===== config.mk =====
export PLATFORM = sky130hd
export DESIGN_NAME = cache_wb_drain_queue
export DESIGN_NICKNAME = d
export VERILOG_FILES = /design/src/rtl/cache_wb_drain_queue.sv
export SDC_FILE = /design/constraint.sdc
export NUM_CORES = 2
export LEC_CHECK = 0
export CORE_ASPECT_RATIO = 0.8
export CORE_UTILIZATION = 35
export CTS_CLUSTER_SIZE = 14
export DETAILED_ROUTE_END_ITERATION = 12
export PLACE_DENSITY = 0.64
export SYNTH_ARGS = -nofsm -noshare
export SYNTH_HDL_FRONTEND = slang
export SYNTH_SLANG_ARGS = --single-unit

===== constraint.sdc =====
create_clock -name clk -period 22.6 [get_ports clk]
set_input_delay 3.39 -clock clk [delete_from_list [all_inputs] [get_ports clk]]
set_output_delay 3.39 -clock clk [all_outputs]
set_load 0.02 [all_outputs]

===== src/rtl/cache_wb_drain_queue.sv =====
// ---------------------------------------------------------------------------
// cache_wb_drain_queue
//
// Write-back drain queue that sits behind the write-back cache data store.
// Evicted lines (line address, full line data, per-byte dirty mask) are
// buffered in a small FIFO. Each line is drained as memory write beats in
// ascending beat order, and beats that hold no dirty bytes are skipped. An
// address lookup lets the bank hold a miss fill to a line that is still
// waiting for write-back.
//
// Handshakes (evict_* and mem_req_*) use plain valid/ready. A transfer
// happens on a rising clock edge where valid and ready are both high. The
// source keeps its payload stable while valid && !ready. Ready never depends
// on valid.
//
// Ports
//   clk, reset        clock; synchronous active-high reset
//   evict_valid       evicted line offered
//   evict_addr        line address of evicted line
//   evict_data        full line data
//   evict_byteen      per-byte dirty mask (all zero = clean, consumed only)
//   evict_ready       queue has a free entry
//   mem_req_valid     memory write beat valid
//   mem_req_addr      {line address, beat index}
//   mem_req_data      beat data
//   mem_req_byteen    beat byte mask (dirty bytes only)
//   mem_req_ready     memory accepts beat
//   lookup_addr       line address probed by the bank
//   lookup_hit        lookup_addr matches a queued or draining line
//   empty             no line queued or draining
//   count             occupied entries
//   dbg_state_o       drain FSM state (0 = IDLE, 1 = SEND)
// ---------------------------------------------------------------------------
module cache_wb_drain_queue #(
  parameter int LINE_SIZE     = 64,
  parameter int MEM_DATA_SIZE = 16,
  parameter int ADDR_WIDTH    = 26,
  parameter int DEPTH         = 4,
  localparam int BEATS        = LINE_SIZE / MEM_DATA_SIZE,
  localparam int BEAT_BITS    = (BEATS > 1) ? $clog2(BEATS) : 1,
  localparam int PW           = $clog2(DEPTH)
) (
  input  logic                            clk,
  input  logic                            reset,
  input  logic                            evict_valid,
  input  logic [ADDR_WIDTH-1:0]           evict_addr,
  input  logic [LINE_SIZE*8-1:0]          evict_data,
  input  logic [LINE_SIZE-1:0]            evict_byteen,
  output logic                            evict_ready,
  output logic                            mem_req_valid,
  output logic [ADDR_WIDTH+BEAT_BITS-1:0] mem_req_addr,
  output logic [MEM_DATA_SIZE*8-1:0]      mem_req_data,
  output logic [MEM_DATA_SIZE-1:0]        mem_req_byteen,
  input  logic                            mem_req_ready,
  input  logic [ADDR_WIDTH-1:0]           lookup_addr,
  output logic                            lookup_hit,
  output logic                            empty,
  output logic [PW:0]                     count,
  output logic                            dbg_state_o
);

  localparam int MDW = MEM_DATA_SIZE * 8;
  localparam logic [PW:0] FULL_CNT = (PW+1)'(DEPTH);

  typedef enum logic {S_IDLE = 1'b0, S_SEND = 1'b1} state_e;

  // FIFO storage and pointers
  logic [ADDR_WIDTH-1:0]  addr_mem_q [DEPTH];
  logic [LINE_SIZE*8-1:0] data_mem_q [DEPTH];
  logic [LINE_SIZE-1:0]   ben_mem_q  [DEPTH];
  logic [PW-1:0]          wr_ptr_q, wr_ptr_d;
  logic [PW-1:0]          rd_ptr_q, rd_ptr_d;
  logic [PW:0]            count_q, count_d;

  // Drain FSM and registered memory-request outputs
  state_e                          state_q;
  logic [BEAT_BITS-1:0]            beat_q;
  logic                            req_valid_q;
  logic [ADDR_WIDTH+BEAT_BITS-1:0] req_addr_q;
  logic [MDW-1:0]                  req_data_q;
  logic [MEM_DATA_SIZE-1:0]        req_ben_q;

  logic                   push, pop, req_hs;
  logic [ADDR_WIDTH-1:0]  head_addr;
  logic [LINE_SIZE*8-1:0] head_data;
  logic [LINE_SIZE-1:0]   head_ben;
  logic [BEATS-1:0]       beat_dirty;
  logic [BEAT_BITS-1:0]   first_beat, next_beat, sel_beat;
  logic                   next_found;
  logic [MDW-1:0]         sel_data;
  logic [MEM_DATA_SIZE-1:0] sel_ben;
  logic [PW-1:0]          offs [DEPTH];

  assign evict_ready    = (count_q != FULL_CNT);
  assign empty          = (count_q == '0);
  assign count          = count_q;
  assign mem_req_valid  = req_valid_q;
  assign mem_req_addr   = req_addr_q;
  assign mem_req_data   = req_data_q;
  assign mem_req_byteen = req_ben_q;
  assign dbg_state_o    = (state_q == S_SEND);

  // A clean line is consumed by the handshake but never stored.
  assign push   = evict_valid && evict_ready && (|evict_byteen);
  assign req_hs = req_valid_q && mem_req_ready;
  // The head stays in the FIFO until its last dirty beat is accepted.
  assign pop    = req_hs && !next_found;

  assign head_addr = addr_mem_q[rd_ptr_q];
  assign head_data = data_mem_q[rd_ptr_q];
  assign head_ben  = ben_mem_q[rd_ptr_q];

  always_comb begin
    beat_dirty = '0;
    for (int b = 0; b < BEATS; b++) begin
      beat_dirty[b] = |head_ben[b*MEM_DATA_SIZE +: MEM_DATA_SIZE];
    end
  end

  // Scanning downwards leaves the lowest matching beat in each result.
  always_comb begin
    first_beat = '0;
    next_beat  = '0;
    next_found = 1'b0;
    for (int b = BEATS-1; b >= 0; b--) begin
      if (beat_dirty[b]) begin
        first_beat = BEAT_BITS'(b);
        if (b > int'(beat_q)) begin
          next_beat  = BEAT_BITS'(b);
          next_found = 1'b1;
        end
      end
    end
  end

  assign sel_beat = (state_q == S_IDLE) ? first_beat : next_beat;
  assign sel_data = head_data[int'(sel_beat)*MDW +: MDW];
  assign sel_ben  = head_ben[int'(sel_beat)*MEM_DATA_SIZE +: MEM_DATA_SIZE];

  // An entry is valid when its distance from the read pointer is below count.
  always_comb begin
    lookup_hit = 1'b0;
    for (int i = 0; i < DEPTH; i++) begin
      offs[i] = PW'(i) - rd_ptr_q;
      if (({1'b0, offs[i]} < count_q) && (addr_mem_q[i] == lookup_addr)) begin
        lookup_hit = 1'b1;
      end
    end
  end

  always_comb begin
    wr_ptr_d = push ? (wr_ptr_q + PW'(1)) : wr_ptr_q;
    rd_ptr_d = pop  ? (rd_ptr_q + PW'(1)) : rd_ptr_q;
    count_d  = count_q;
    case ({push, pop})
      2'b10:   count_d = count_q + (PW+1)'(1);
      2'b01:   count_d = count_q - (PW+1)'(1);
      default: count_d = count_q;
    endcase
  end

  always_ff @(posedge clk) begin
    if (reset) begin
      wr_ptr_q <= '0;
      rd_ptr_q <= '0;
      count_q  <= '0;
    end else begin
      wr_ptr_q <= wr_ptr_d;
      rd_ptr_q <= rd_ptr_d;
      count_q  <= count_d;
    end
  end

  // Storage needs no reset; validity comes only from the pointers and count.
  always_ff @(posedge clk) begin
    if (push) begin
      addr_mem_q[wr_ptr_q] <= evict_addr;
      data_mem_q[wr_ptr_q] <= evict_data;
      ben_mem_q[wr_ptr_q]  <= evict_byteen;
    end
  end

  always_ff @(posedge clk) begin
    if (reset) begin
      state_q     <= S_IDLE;
      beat_q      <= '0;
      req_valid_q <= 1'b0;
      req_addr_q  <= '0;
      req_data_q  <= '0;
      req_ben_q   <= '0;
    end else begin
      case (state_q)
        S_IDLE: begin
          if (count_q != '0) begin
            state_q     <= S_SEND;
            req_valid_q <= 1'b1;
            beat_q      <= sel_beat;
            req_addr_q  <= {head_addr, sel_beat};
            req_data_q  <= sel_data;
            req_ben_q   <= sel_ben;
          end
        end
        S_SEND: begin
          if (req_hs) begin
            if (next_found) begin
              beat_q     <= sel_beat;
              req_addr_q <= {head_addr, sel_beat};
              req_data_q <= sel_data;
              req_ben_q  <= sel_ben;
            end else begin
              // Last beat of the line: return to IDLE, which gives one bubble cycle.
              state_q     <= S_IDLE;
              req_valid_q <= 1'b0;
            end
          end
        end
        default: state_q <= S_IDLE;
      endcase
    end
  end

endmodule


=== After elaboration in Yosys (flattened, before gate mapping) ===
Memory sizes are Yosys's and may differ from the RTL's. A register that Yosys moved wholly into a read port is not among the register bits.
Index checks and enable logic that the tools add are counted.

* Muxes and demuxes: 54
* Equal/unequal tests: 11
* Reductions and logical operators: 19
* Bitwise gates (word level): 1
* Shifts and indexed selects: 2
* $lt $le $gt $ge: 7
* Add/sub/neg operators: 8

{| class="wikitable"
|+ Operator list
! kind !! number
|-
| $shiftx 512x10->128 || 1
|-
| $mux 128 || 3
|-
| $pmux 128 s2 || 1
|-
| $eq 26x26->1 || 4
|-
| $mux 28 || 3
|-
| $reduce_or 16->1 || 4
|-
| $reduce_or 64->1 || 1
|-
| $shiftx 64x7->16 || 1
|-
| $pmux 28 s2 || 1
|-
| $mux 16 || 3
|-
| $mux 2 || 20
|-
| $pmux 16 s2 || 1
|-
| $mux 1 || 18
|-
| $lt 2x3->1 || 4
|-
| $logic_and 1x1->1 || 8
|-
| $ne 2x1->1 const B || 3
|-
| $pmux 3 s2 || 1
|-
| $reduce_and 3->1 || 2
|-
| $add 2x1->2 const B || 2
|-
| $gt 2x2->1 const A || 2
|-
| $pmux 1 s2 || 2
|-
| $pmux 2 s2 || 1
|-
| $sub 1x2->2 const A || 2
|-
| $sub 2x2->2 const A || 2
|-
| other kinds (12) || 12
|}

* Word-level logic and storage cells: 114
* Input port bits: 632
* Output and inout bits: 180
* Memories: 3
* RAM bits: 2408
* Flip-flop bits (word level): 183

{| class="wikitable"
|+ Memories
! memory !! words !! width !! rd ports !! clocked after memory_dff !! write ports !! RTL line !! RTL
|-
| data_mem_q || 4 || 512 || 1 || 1 || 1 || 69 || <nowiki>logic [LINE_SIZE*8-1:0] data_mem_q [DEPTH];</nowiki>
|-
| ben_mem_q || 4 || 64 || 1 || 1 || 1 || 70 || <nowiki>logic [LINE_SIZE-1:0] ben_mem_q [DEPTH];</nowiki>
|-
| addr_mem_q || 4 || 26 || 5 || 1 || 1 || 68 || <nowiki>logic [ADDR_WIDTH-1:0] addr_mem_q [DEPTH];</nowiki>
|}

=== Longest topological paths before layout ===
* Depth after elaboration: 12
* Depth in mapped cells: 14
* Depth with buffers taken out: 11

=== Least setup slack after synthesis ===
No wires, ideal clock.

* Path type: input -> register
* Start point: input port evict_byteen[37]
* End point: memory addr_mem_q[0][0], enable pin
* Setup time: 1.047 ns
* Cell stages on the path: 5
* Arrival time: 17.458 ns
* Path slack: 4.095 ns
* Buffers on the path: 0
* Data required time: 21.553 ns
* Cells stage by stage: nor4_1 nand4_1 nor4_1 nor2_1 and2_1

* Word-level cells in the longest chain between the ends: 4

{| class="wikitable"
|+ RTL lines
! what !! RTL line !! RTL
|-
| start, declared || 48 || <nowiki>input logic [LINE_SIZE-1:0] evict_byteen,</nowiki>
|-
| $reduce_or 64->1 || 104 || <nowiki>assign push = evict_valid && evict_ready && (|evict_byteen);</nowiki>
|-
| $logic_and 1x1->1 || 104 ||
|-
| $mux 1 || 176 || <nowiki>if (push) begin</nowiki>
|-
| $mux 1 (not written as such) || 177 || <nowiki>addr_mem_q[wr_ptr_q] <= evict_addr;</nowiki>
|-
| end, declared || 68 ||
|}

Every way passes these cells.

=== Worst setup path in the final report ===
* Start point: input port lookup_addr[6]
* End point: output port lookup_hit

* Word-level cells in the longest chain between the ends: 6
* Elaborated cells on any way between the ends: 12
* Classes of those cells: 4 x eq/ne; 4 x mux; 4 x reduce/logical

{| class="wikitable"
|+ RTL lines
! what !! RTL line !! RTL
|-
| start, declared || 55 || <nowiki>input logic [ADDR_WIDTH-1:0] lookup_addr,</nowiki>
|-
| $eq 26x26->1 || 145 || <nowiki>if (({1'b0, offs[i]} < count_q) && (addr_mem_q[i] == lookup_addr)) begin</nowiki>
|-
| $logic_and 1x1->1 || 145 ||
|-
| $mux 1 (3 in series) || 145 ||
|-
| $mux 1 (*) || 145 ||
|-
| end, declared || 56 || <nowiki>output logic lookup_hit,</nowiki>
|}

Every way passes the cells marked *; elsewhere a longest branch is shown, timed or not.

==> results by group <==
Clock network
  • CTS H-tree depth: 5
  • Root Buffer: clkbuf_16
  • Post-CTS setup buffers: 0
  • Num CTS Buffers: 270
  • Total clock sinks: 2591
  • CTS clk-pin slew, worst paths: 0.06 ns
  • CTS tree: built
  • CTS hold repair buffers: 0
  • Clk_lat worst skew: 0.83 ns
  • Post_cts resized: 0
  • Clk buf depth: 4

Power and ir drop
  • Maximum vdd drop: ~0.077 mV
  • Pwr/cell area: ~92 nW/µm²
  • Total leakage power: about 39 nW

Timing
  • Fin Setup TNS: 0 ns
  • Setup Skew: 0.0585 ns
  • Final period util: 42.4%
  • Final min period: 9.59 ns
  • FMAX: between 100 and 150 MHz
  • Final Max Tran Viols: 0
  • Final Hold Vio Count: 0
  • # setup viols final: 0
  • Worst slew margin: 23.1%
  • RSZ-0062 raised after global routing: no
  • Slew at the pin closest to its max-slew limit: 1.15 ns

Yosys
  • Syn. warnings: 0
  • Cell taking the most area after synthesis: edfxtp_1
  • Number of synthesized register bits: 2591
  • Synthesized Nets: about 5000
  • Ys async rst share: 0%
  • Most frequent cell after synthesis: edfxtp_1
  • Syn Area/Cell: 22.4 µm²
  • Cell count after synthesis: 4365
  • Area fraction of the dominant cell type after synthesis: 73.9%
  • Top cells by area, synth: edfxtp_1 74%, mux4_2 14%, dfxtp_1 3.7%
  • Synth cell count leaders: 2408 x edfxtp_1, 602 x mux4_2, 273 x mux2i_1
  • Netlist cell types: 51
  • Ys flop type: edfxtp_1
  • Register area share after synthesis: 77.6%
  • Number of synthesized flops with an enable pin: 2408
  • Cell area after synthesis: 97900 µm²

Worst setup path
  • CP Class: in2out
  • Critical Path AT: just over 6 ns
  • Crit path required time: about 19 ns
  • Crit end category: output port
  • R2R Path End: mem_req_data[94]$_SDFFE_PP0P_
  • Worst-path fanout max: 4
  • Startpoint Class: input pin
  • Reg2reg setup slack: ~15 ns
  • Worst r2r path cells: 13

Placement
  • IO buf count: ~810
  • GPL Wtd Cong: 0.856
  • Post-DP HPWL: 156000 µm
  • Cell Area, Placed: between 100000 and 150000 µm²

Detailed routing
  • Drt wl/cell: 26.8 µm
  • Total wire length: 247000 µm
  • Drt pass-1 iters: 5
  • Vias per cell: 5.23
  • DRC viols: 0
  • Antenna-violating nets left: 0
  • Initial drt markers: 4131
  • Via count: just under 50000

Worst hold path
  • Hold WC Path Type: reg2reg
  • Hold EP: mem_req_data[80]$_SDFFE_PP0P_
  • Hold Crit Depth: 1
  • Min-delay src: mem_req_data[80]$_SDFFE_PP0P_

Global route
  • Largest net degree at the start of global routing: 147
  • Congestion Overflow GR: 0
  • Tot GR Track Use: 17.1%
  • Initial antenna violation count: 123
  • Vias in the first global route: 49000
  • First-pass GRT wire length: 350000 µm

Floorplanning
  • Core footprint: 278000 µm²
  • Initial Util: 35.2%
  • I/O pins: between 800 and 900
  • Full die area: approximately 280000 µm²
  • Vert. Die Dim: 475 µm
  • Die Width: 593 µm
  • # rows: 173

Run status
  • Status: finished, final reports clean

Final layout
  • Fraction of layout cells with a size suffix above 1: around 20%
  • Fin nets: 5933
  • Area Overhead vs Synth: 21.5%
  • Design area: 119000 µm²

Run
  • Max Cap Viol: 0
## where the power goes
group	switching, mW	total (mW)	internal, mW
clock network	1.83	4.34	2.51
logic	0.583	1.02	0.435
registers	0.0889	5.62	5.53
total	2.50	11.0	8.48
## cell usage in the layout, fill, tap and decap left out, types with 11 or more instances in the layout
master,synthesis,final
nor4_1,45,45
edfxtp_1,2408,2408
a221o_1,16,16
clkinv_1,1,42
clkinv_2,0,41
xor2_1,60,60
clkbuf_8,0,18
clkbuf_16,0,276
a21oi_1,35,35
bufinv_16,0,17
o221a_1,14,14
a21o_1,128,128
nand2_1,62,62
diode_2,0,41
clkbuf_1,141,59
buf_4,22,71
dfxtp_1,183,181
o22ai_1,128,128
nand4_1,23,23
mux2i_1,273,273
inv_6,0,11
clkdlybuf4s50_1,0,810
nor2_1,34,33
xnor2_1,50,50
mux4_2,602,602
## worst max-delay path, cell delays in order
cell,delay [ns]
clkdlybuf4s50_1,0.56
xor2_1,0.22
nor4_1,0.61
o2111ai_1,0.23
or4_1,0.45
nand4_1,0.12
clkdlybuf4s50_1,0.62
## area by class of cell
type | instances | area (µm²)
well taps | 3675 | 4600
clock buffers | 353 | 7380
repair buffers | 889 | 8790
fillers | 23900 | 159000
diodes | 41 | 103
flip-flops and latches | 2591 | 76000
multi-input cells | 1530 | 20800
inverters | 9 | 33.8
clock inverters | 130 | 1200
## worst max path at each step
stage / start / endpoint / slack [ns]
final: lookup_addr[6] / lookup_hit / 13.01
after global routing: lookup_addr[6] / lookup_hit / 12.96
after global placement: lookup_addr[6] / lookup_hit / 13.11
after CTS: lookup_addr[6] / lookup_hit / 13.05
after detailed placement: lookup_addr[6] / lookup_hit / 13.07
after floorplan: evict_byteen[37] / addr_mem_q[0][0]$_DFFE_PP_ / 4.10
## per-layer routing
metal | global-route usage, % | up-vias | part of all wire (%)
li1 | - | 20400 | -
met1 | 23.0 | 25500 | 42
met2 | 26.2 | 1705 | 46
met3 | 5.73 | 528 | 9.0
met4 | 5.07 | 162 | 2.6
met5 | 0 | - | 0.42
## metrics by stage
stage / hold slack (ns) / setup WS, ns / util (%) / instances / power, mW
global placement: 0.433 / 13.11 / 39.7 / 8694 / 6.73
global route: 0.467 / 12.96 / 42.8 / 9200 / 11.3
CTS: 0.453 / 13.05 / 42.7 / 9177 / 11.1
finish: 0.450 / 13.01 / 42.8 / 9218 / 11.0
floorplan: 0.514 / 4.10 / - / 4365 / 6.36
detailed placement: 0.438 / 13.07 / 39.7 / 8694 / 6.76
## registers in the layout (all words and copies together), names as in the netlist, 2 cells and up, named ones only
| name | cells |
|---|---|
| addr_mem_q | 104 |
| ben_mem_q | 256 |
| count | 3 |
| data_mem_q | 2048 |
| mem_req_addr | 27 |
| mem_req_byteen | 16 |
| mem_req_data | 128 |
| rd_ptr_q | 2 |
| wr_ptr_q | 2 |
## logic make-up (layout without fill, tap and decap cells)
family / Yosys count / in the layout / share of synthesized area (%)
XOR/XNOR: 110 / 110 / 0.984
multiplexers: 875 / 875 / 16.6
AND/OR/NAND/NOR: 193 / 193 / 0.989
flip-flops: 2591 / 2591 / 77.6
buffers and inverters: 244 / 1381 / 1.15
other: 0 / 41 / 0
adder cells (fa/ha/maj): 10 / 10 / 0.136
AO/OA/AOI/OAI: 342 / 342 / 2.48
Note: power is estimated with default switching activity, not from simulation.
